==> src/rtl/systolic_drain_pkg.sv <==
// Shared parameters and FSM encoding for the systolic-array drain (output collector).
`ifndef DATA_W
`define DATA_W 8
`endif

package systolic_drain_pkg;

  localparam int N          = 3;
  localparam int LAT        = 3;
  localparam int FIFO_DEPTH = 4;
  localparam int CNT_W      = 8;
  localparam int DATA_W     = `DATA_W;
  localparam int EW         = DATA_W + 1;
  localparam int ROW_W      = N * EW;
  // Capture counter must reach num_rows + N - 2 without wrapping.
  localparam int CAP_W      = CNT_W + 1;

  typedef enum logic [1:0] {
    ST_IDLE    = 2'd0,
    ST_WAIT    = 2'd1,
    ST_CAPTURE = 2'd2,
    ST_FLUSH   = 2'd3
  } drain_state_e;

endpackage

==> src/rtl/systolic_drain_if.sv <==
// Bundle of job control, array-side samples and downstream row handshake for the drain.
interface systolic_drain_if;
  import systolic_drain_pkg::*;

  logic             start;
  logic [CNT_W-1:0] num_rows;
  logic [ROW_W-1:0] col_in;
  logic [ROW_W-1:0] out_data;
  logic             out_valid;
  logic             out_ready;
  logic             busy;
  logic             done;
  logic             overflow;

  modport master (
    output start, num_rows, col_in, out_ready,
    input  out_data, out_valid, busy, done, overflow
  );

  modport slave (
    input  start, num_rows, col_in, out_ready,
    output out_data, out_valid, busy, done, overflow
  );

endinterface

==> src/rtl/systolic_drain_sync_fifo.sv <==
// First-word-fall-through FIFO with a registered head; push and pop may coincide even when full.
module sync_fifo #(
  parameter int WIDTH = 8,
  parameter int DEPTH = 4
) (
  input  logic             clk,
  input  logic             rst,
  input  logic             push,
  input  logic [WIDTH-1:0] wdata,
  input  logic             pop,
  output logic [WIDTH-1:0] rdata,
  output logic             full,
  output logic             empty
);

  localparam int AW = $clog2(DEPTH);
  localparam logic [AW:0] PTR_ONE = {{AW{1'b0}}, 1'b1};

  logic [WIDTH-1:0] mem_q [DEPTH];
  logic [WIDTH-1:0] mem_d [DEPTH];
  logic [AW:0]      wr_ptr_q, wr_ptr_d, rd_ptr_q, rd_ptr_d;
  logic [WIDTH-1:0] rdata_q, rdata_d;
  logic             wr_en, rd_en;

  assign empty = (wr_ptr_q == rd_ptr_q);
  assign full  = (wr_ptr_q[AW-1:0] == rd_ptr_q[AW-1:0]) && (wr_ptr_q[AW] != rd_ptr_q[AW]);
  assign rd_en = pop && !empty;
  assign wr_en = push && (!full || rd_en);
  assign rdata = rdata_q;

  always_comb begin
    mem_d    = mem_q;
    wr_ptr_d = wr_ptr_q;
    rd_ptr_d = rd_ptr_q;
    if (wr_en) begin
      mem_d[wr_ptr_q[AW-1:0]] = wdata;
      wr_ptr_d                = wr_ptr_q + PTR_ONE;
    end
    if (rd_en) begin
      rd_ptr_d = rd_ptr_q + PTR_ONE;
    end
    // Reading the post-write image gives the bypass when writing into an empty FIFO.
    rdata_d = mem_d[rd_ptr_d[AW-1:0]];
  end

  always_ff @(posedge clk) begin
    if (rst) begin
      wr_ptr_q <= '0;
      rd_ptr_q <= '0;
      rdata_q  <= '0;
      for (int i = 0; i < DEPTH; i++) begin
        mem_q[i] <= '0;
      end
    end else begin
      wr_ptr_q <= wr_ptr_d;
      rd_ptr_q <= rd_ptr_d;
      rdata_q  <= rdata_d;
      mem_q    <= mem_d;
    end
  end

endmodule

==> src/rtl/systolic_drain.sv <==
// Collects column-skewed bottom-row sums of the systolic array, re-aligns them into rows
// and hands them downstream through a small FIFO.
//
// state      | meaning
// -----------+------------------------------------------------------------
// ST_IDLE    | no job; waiting for start
// ST_WAIT    | array latency before row 0 reaches column 0
// ST_CAPTURE | sampling columns and pushing complete rows
// ST_FLUSH   | all rows captured; waiting for the FIFO to drain, then done
module systolic_drain
  import systolic_drain_pkg::*;
(
  input  logic          clk,
  input  logic          rst,
  systolic_drain_if.slave bus
);

  localparam logic [CNT_W-1:0] WAIT_LOAD = CNT_W'(LAT - 2);

  drain_state_e     state_q, state_d;
  logic [CNT_W-1:0] rows_q, rows_d;
  logic [CNT_W-1:0] wait_q, wait_d;
  logic [CAP_W-1:0] cap_q, cap_d;
  logic             overflow_q, overflow_d;

  logic             shift_en, push, pop, done;
  logic             fifo_full, fifo_empty;
  logic             last_cap;
  logic [ROW_W-1:0] row_data, fifo_rdata;

  // Column j is delayed N-1-j cycles so every column of a row lines up with column N-1.
  for (genvar j = 0; j < N; j++) begin : g_col
    if (j < N - 1) begin : g_dly
      localparam int D = N - 1 - j;
      logic [EW-1:0] sr_q [D];
      logic [EW-1:0] sr_d [D];

      always_comb begin
        sr_d = sr_q;
        if (shift_en) begin
          sr_d[0] = bus.col_in[j*EW +: EW];
          for (int k = 1; k < D; k++) begin
            sr_d[k] = sr_q[k-1];
          end
        end
      end

      always_ff @(posedge clk) begin
        if (rst) begin
          for (int k = 0; k < D; k++) begin
            sr_q[k] <= '0;
          end
        end else begin
          sr_q <= sr_d;
        end
      end

      assign row_data[j*EW +: EW] = sr_q[D-1];
    end else begin : g_direct
      assign row_data[j*EW +: EW] = bus.col_in[j*EW +: EW];
    end
  end

  assign last_cap = (cap_q == (CAP_W'(rows_q) + CAP_W'(N - 2)));

  always_comb begin
    state_d  = state_q;
    rows_d   = rows_q;
    wait_d   = wait_q;
    cap_d    = cap_q;
    shift_en = 1'b0;
    push     = 1'b0;
    done     = 1'b0;
    case (state_q)
      ST_IDLE: begin
        if (bus.start) begin
          rows_d  = bus.num_rows;
          wait_d  = WAIT_LOAD;
          cap_d   = '0;
          state_d = (bus.num_rows == '0) ? ST_FLUSH : ST_WAIT;
        end
      end
      ST_WAIT: begin
        if (wait_q == '0) begin
          state_d = ST_CAPTURE;
        end else begin
          wait_d = wait_q - CNT_W'(1);
        end
      end
      ST_CAPTURE: begin
        shift_en = 1'b1;
        push     = (cap_q >= CAP_W'(N - 1));
        if (last_cap) begin
          state_d = ST_FLUSH;
        end else begin
          cap_d = cap_q + CAP_W'(1);
        end
      end
      ST_FLUSH: begin
        if (fifo_empty) begin
          done    = 1'b1;
          state_d = ST_IDLE;
        end
      end
      default: state_d = ST_IDLE;
    endcase
  end

  assign pop        = !fifo_empty && bus.out_ready;
  assign overflow_d = overflow_q | (push && fifo_full && !pop);

  always_ff @(posedge clk) begin
    if (rst) begin
      state_q    <= ST_IDLE;
      rows_q     <= '0;
      wait_q     <= '0;
      cap_q      <= '0;
      overflow_q <= 1'b0;
    end else begin
      state_q    <= state_d;
      rows_q     <= rows_d;
      wait_q     <= wait_d;
      cap_q      <= cap_d;
      overflow_q <= overflow_d;
    end
  end

  sync_fifo #(
    .WIDTH (ROW_W),
    .DEPTH (FIFO_DEPTH)
  ) u_fifo (
    .clk   (clk),
    .rst   (rst),
    .push  (push),
    .wdata (row_data),
    .pop   (pop),
    .rdata (fifo_rdata),
    .full  (fifo_full),
    .empty (fifo_empty)
  );

  assign bus.out_data  = fifo_rdata;
  assign bus.out_valid = !fifo_empty;
  assign bus.busy      = (state_q != ST_IDLE);
  assign bus.done      = done;
  assign bus.overflow  = overflow_q;

endmodule

==> src/flat_wrapper.sv <==
// flat-port wrapper written by rule: the top's interface ports become plain ports
module systolic_drain_flat import systolic_drain_pkg::*;
  (clk, rst, bus_start, bus_num_rows, bus_col_in, bus_out_ready, bus_out_data, bus_out_valid, bus_busy, bus_done, bus_overflow);
  systolic_drain_if bus_i ();
  input  logic clk;
  input  logic rst;
  input wire logic [$bits(bus_i.start)-1:0] bus_start;
  input wire logic [$bits(bus_i.num_rows)-1:0] bus_num_rows;
  input wire logic [$bits(bus_i.col_in)-1:0] bus_col_in;
  input wire logic [$bits(bus_i.out_ready)-1:0] bus_out_ready;
  output wire logic [$bits(bus_i.out_data)-1:0] bus_out_data;
  output wire logic [$bits(bus_i.out_valid)-1:0] bus_out_valid;
  output wire logic [$bits(bus_i.busy)-1:0] bus_busy;
  output wire logic [$bits(bus_i.done)-1:0] bus_done;
  output wire logic [$bits(bus_i.overflow)-1:0] bus_overflow;
  assign bus_i.start = bus_start;
  assign bus_i.num_rows = bus_num_rows;
  assign bus_i.col_in = bus_col_in;
  assign bus_i.out_ready = bus_out_ready;
  assign bus_out_data = bus_i.out_data;
  assign bus_out_valid = bus_i.out_valid;
  assign bus_busy = bus_i.busy;
  assign bus_done = bus_i.done;
  assign bus_overflow = bus_i.overflow;
  systolic_drain u_core (.clk(clk), .rst(rst), .bus(bus_i));
endmodule
==> config.mk <==
export PLATFORM = sky130hd
export DESIGN_NAME = systolic_drain_flat
export DESIGN_NICKNAME = d
export VERILOG_FILES = /design/src/rtl/systolic_drain_pkg.sv /design/src/rtl/systolic_drain_if.sv /design/src/rtl/systolic_drain_sync_fifo.sv /design/src/rtl/systolic_drain.sv /design/src/flat_wrapper.sv
export SDC_FILE = /design/constraint.sdc
export NUM_CORES = 1
export LEC_CHECK = 0
export ABC_AREA = 1
export CORE_MARGIN = 10
export CORE_UTILIZATION = 25
export CTS_BUF_LIST = sky130_fd_sc_hd__clkbuf_8
export CTS_CLUSTER_DIAMETER = 150
export DETAILED_ROUTE_END_ITERATION = 8
export DONT_BUFFER_PORTS = 1
export PLACE_DENSITY = 0.42
export SLEW_MARGIN = 5
export SYNTH_ARGS = -nofsm -noshare
export SYNTH_HDL_FRONTEND = slang
export SYNTH_SLANG_ARGS = --single-unit
export TNS_END_PERCENT = 5
==> constraint.sdc <==
create_clock -name clk -period 2.2 [get_ports clk]
set_input_delay 0.33 -clock clk [delete_from_list [all_inputs] [get_ports clk]]
set_output_delay 0.33 -clock clk [all_outputs]
set_load 0.05 [all_outputs]
==> reports/metrics.cfg <==
[outcome]
status=complete, but fails checks
violations=hold timing

[timing]
rsz0062_at_grt=false
slew_viol_final=0
period_minus_slack_ns=2.044
timing.fmax_ghz=0.4893
fin_hold_ws_ns=-0.07092
setup_viol=0
finalSetupTns_ns=0
worstMarginPinSlew_ns=0.6094
fin_skew_ns=0.02254
slew_headroom=0.5931
min_period_over_period=0.9290
finalHoldViolCount=17

[global_routing]
overflow=0
grt_max_degree=143
grt_pass1_wl_um=49260
track_usage=0.1293
antenna_found_initial=0
first_global_vias=8565

[worst_setup_path]
cp-startpoint=u_core.u_fifo.wr_ptr_q[2]
r2r_start=u_core.u_fifo.wr_ptr_q[2]
crit_chain=xnor2_2 > nand3_4 > buf_6 > nor2_1 > buf_4
start_kind=flip-flop
r2r_cells=9
cp_slowest_stage_delay_ns=0.35
crit_buf_inv=2
cp.depth=5
crit_arrival_ns=1.71
required_ns=1.87
r2r_setup_slack_ns=0.16
crit_path_end_kind=output pin
crit_type=reg -> out
cp_max_fo=5
cp_top_family=buffers and inverters
cp-endpoint=bus_done
rr_endpoint=u_core.u_fifo.rd_ptr_q[1]
slowest_stage=dfxtp_1

[routing]
drt_first_pass_iters=4
wl_um=30700
wl_per_cell_um=16.91
ant_nets=0
drc=0
vias_per_cell=4.860
vias=8825
drt_iter0_drc=564

[synth]
synth_simple_gate_area_frac=0.2799
syn_inst=1286
netlist_top_cells_count=nand3_1 (295), dfxtp_1 (196), nand2_1 (191)
yosys-top-cells-area=dfxtp_1 (40%), nand3_1 (15%), mux2_2 (12%), a21oi_1 (8.3%), nand2_1 (7.3%)
synth_top_area_frac=0.3999
ys_warn_count=0
netlist_area_um2=9811
synthAdderAreaFrac=0.01785
synth_edf_count=0
yosys-mux-area-fraction=0.1217
synth_compound_area_frac=0.1116
yosysMostFrequentCell=nand3_1
avgSynthCellArea_um2=7.629
synthXorXnorAreaFrac=0.007142
postSynthNetCount=1339
synth_top_family_by_area=simple AND/OR/NAND/NOR gates
synthFlopType=dfxtp_1
yosysSeqAreaShare=0.3999
synth-seq-cells=196
async_flop_share=0
synth_top_cell_by_area=dfxtp_1
synth_cell_types=31

[cts]
path_clk_slew_ns=0.10
cts_sinks=196
numCtsBuffers=17
cts_tree=done
htree_levels=4
clk_latency_ns=0.48
clockRootBuffer=clkbuf_8
hold_buffers=25
cts_max_path_buffers=2

[placed_design]
gp_congestion=0.7652
placed_cells=1760
dpl.hpwl_um=19060
dpl_cell_area_um2=10580
portBuffers=0

[power]
power_density_nw_per_um2=1274
p_leak_nw=4.394
vdd_drop_max_v=0.0007040
power_mw=14.38

[layout]
layout.cells.non_filler=1816
nets=1340
stdcell_area_um2=11280
drive_above_1_share=0.1649
utilization=0.2912
insertedDiodeCount=0
area_delta_synth_final_pct=15.00

[min_path]
min_from=rst
holdCritPathClass=in -> reg

[die]
io_pins=70
dieHeight_um=218.1
die-area_um2=47570
start_util=0.2533
fp.dieW_um=218.1
row_count=72
core_region_area_um2=38740

[flow_run]
cap_viol_max_count=0

==> layout make-up <==
| class | count | area (µm²) |
|---|---|---|
| flip-flops and latches | 196 | 3929 |
| well taps | 518 | 648.1 |
| multi-input cells | 956 | 5346 |
| clock inverters | 13 | 135.1 |
| clock buffers | 17 | 234.0 |
| fillers | 4256 | 27460 |
| inverters | 43 | 163.9 |
| repair buffers | 73 | 825.8 |
==> cell usage in the layout (no fill, tap or decap), types with 3 or more instances in the layout <==
master / count
nor2_2: 3
dfxtp_2: 4
xor2_1: 3
nand3_1: 295
dfxtp_1: 192
buf_4: 30
clkinv_2: 5
a21oi_1: 162
or2_2: 3
dlygate4sd3_1: 25
clkbuf_8: 17
inv_2: 7
nand2_1: 190
xnor2_2: 3
nor3_1: 7
buf_12: 15
nand4_1: 7
nor2_1: 98
inv_1: 36
o21ai_0: 45
mux2_2: 106
ha_1: 14
==> kinds of logic after synthesis <==
logic type / after synthesis
AND/OR/NAND/NOR: 614
AO/OA/AOI/OAI: 214
flip-flops: 196
buffers and inverters: 134
multiplexers: 106
adder cells (fa/ha/maj): 14
XOR/XNOR: 8
==> report_power, final <==
group	internal (mW)	switching [mW]
combinational	2.86	4.24
sequential	4.10	0.811
clock	1.00	1.36
==> metal layers <==
metal | vias to the layer above | wire length [µm] | GRT usage
li1 | 4436 | - | -
met1 | 4238 | 14780 | 0.1723
met2 | 132 | 14370 | 0.2074
met3 | 19 | 1182 | 0.02721
met4 | 0 | 368 | 0.03425
met5 | - | 0 | 0
==> worst min path at each step <==
stage,to,slack (ns),cells past startpoint
after floorplan,u_core.wait_q[0],0.43,1
after CTS,u_core.u_fifo.mem_q[90],-0.1,1
after global routing,u_core.wait_q[7],-0.12,1
after global placement,u_core.wait_q[4],0.43,1
after detailed placement,u_core.wait_q[4],0.43,1
final,u_core.wait_q[7],-0.07,1
==> metrics by stage <==
stage / hold slack (ns) / setup WS (ns)
after floorplan: 0.4312 / 0.1364
after global placement: 0.4318 / 0.09663
after detailed placement: 0.4350 / 0.07912
after CTS: -0.09596 / 0.02277
after global routing: -0.1249 / 0.001390
final: -0.07092 / 0.1561
==> flip-flops by register name, summed over array words and instances, names as in the netlist <==
register and flops:
u_core.wait_q 8, u_core.rows_q 8, u_core.state_q 2, u_core.g_col.g_dly.sr_q 27
u_core.u_fifo.rd_ptr_q 3, u_core.u_fifo.mem_q 108, u_core.bus.overflow 1, u_core.u_fifo.wr_ptr_q 3
u_core.u_fifo.rdata 27, u_core.cap_q 9
==> what timing repair did <==
item,CTS,global route
setup buffers,1,0
resized for setup,2,18
cloned,0,0
pin swaps,1,2
endpoints found under the hold margin,160,135
setup endpoints to repair,1,29
(Power assumes the default switching activity.)
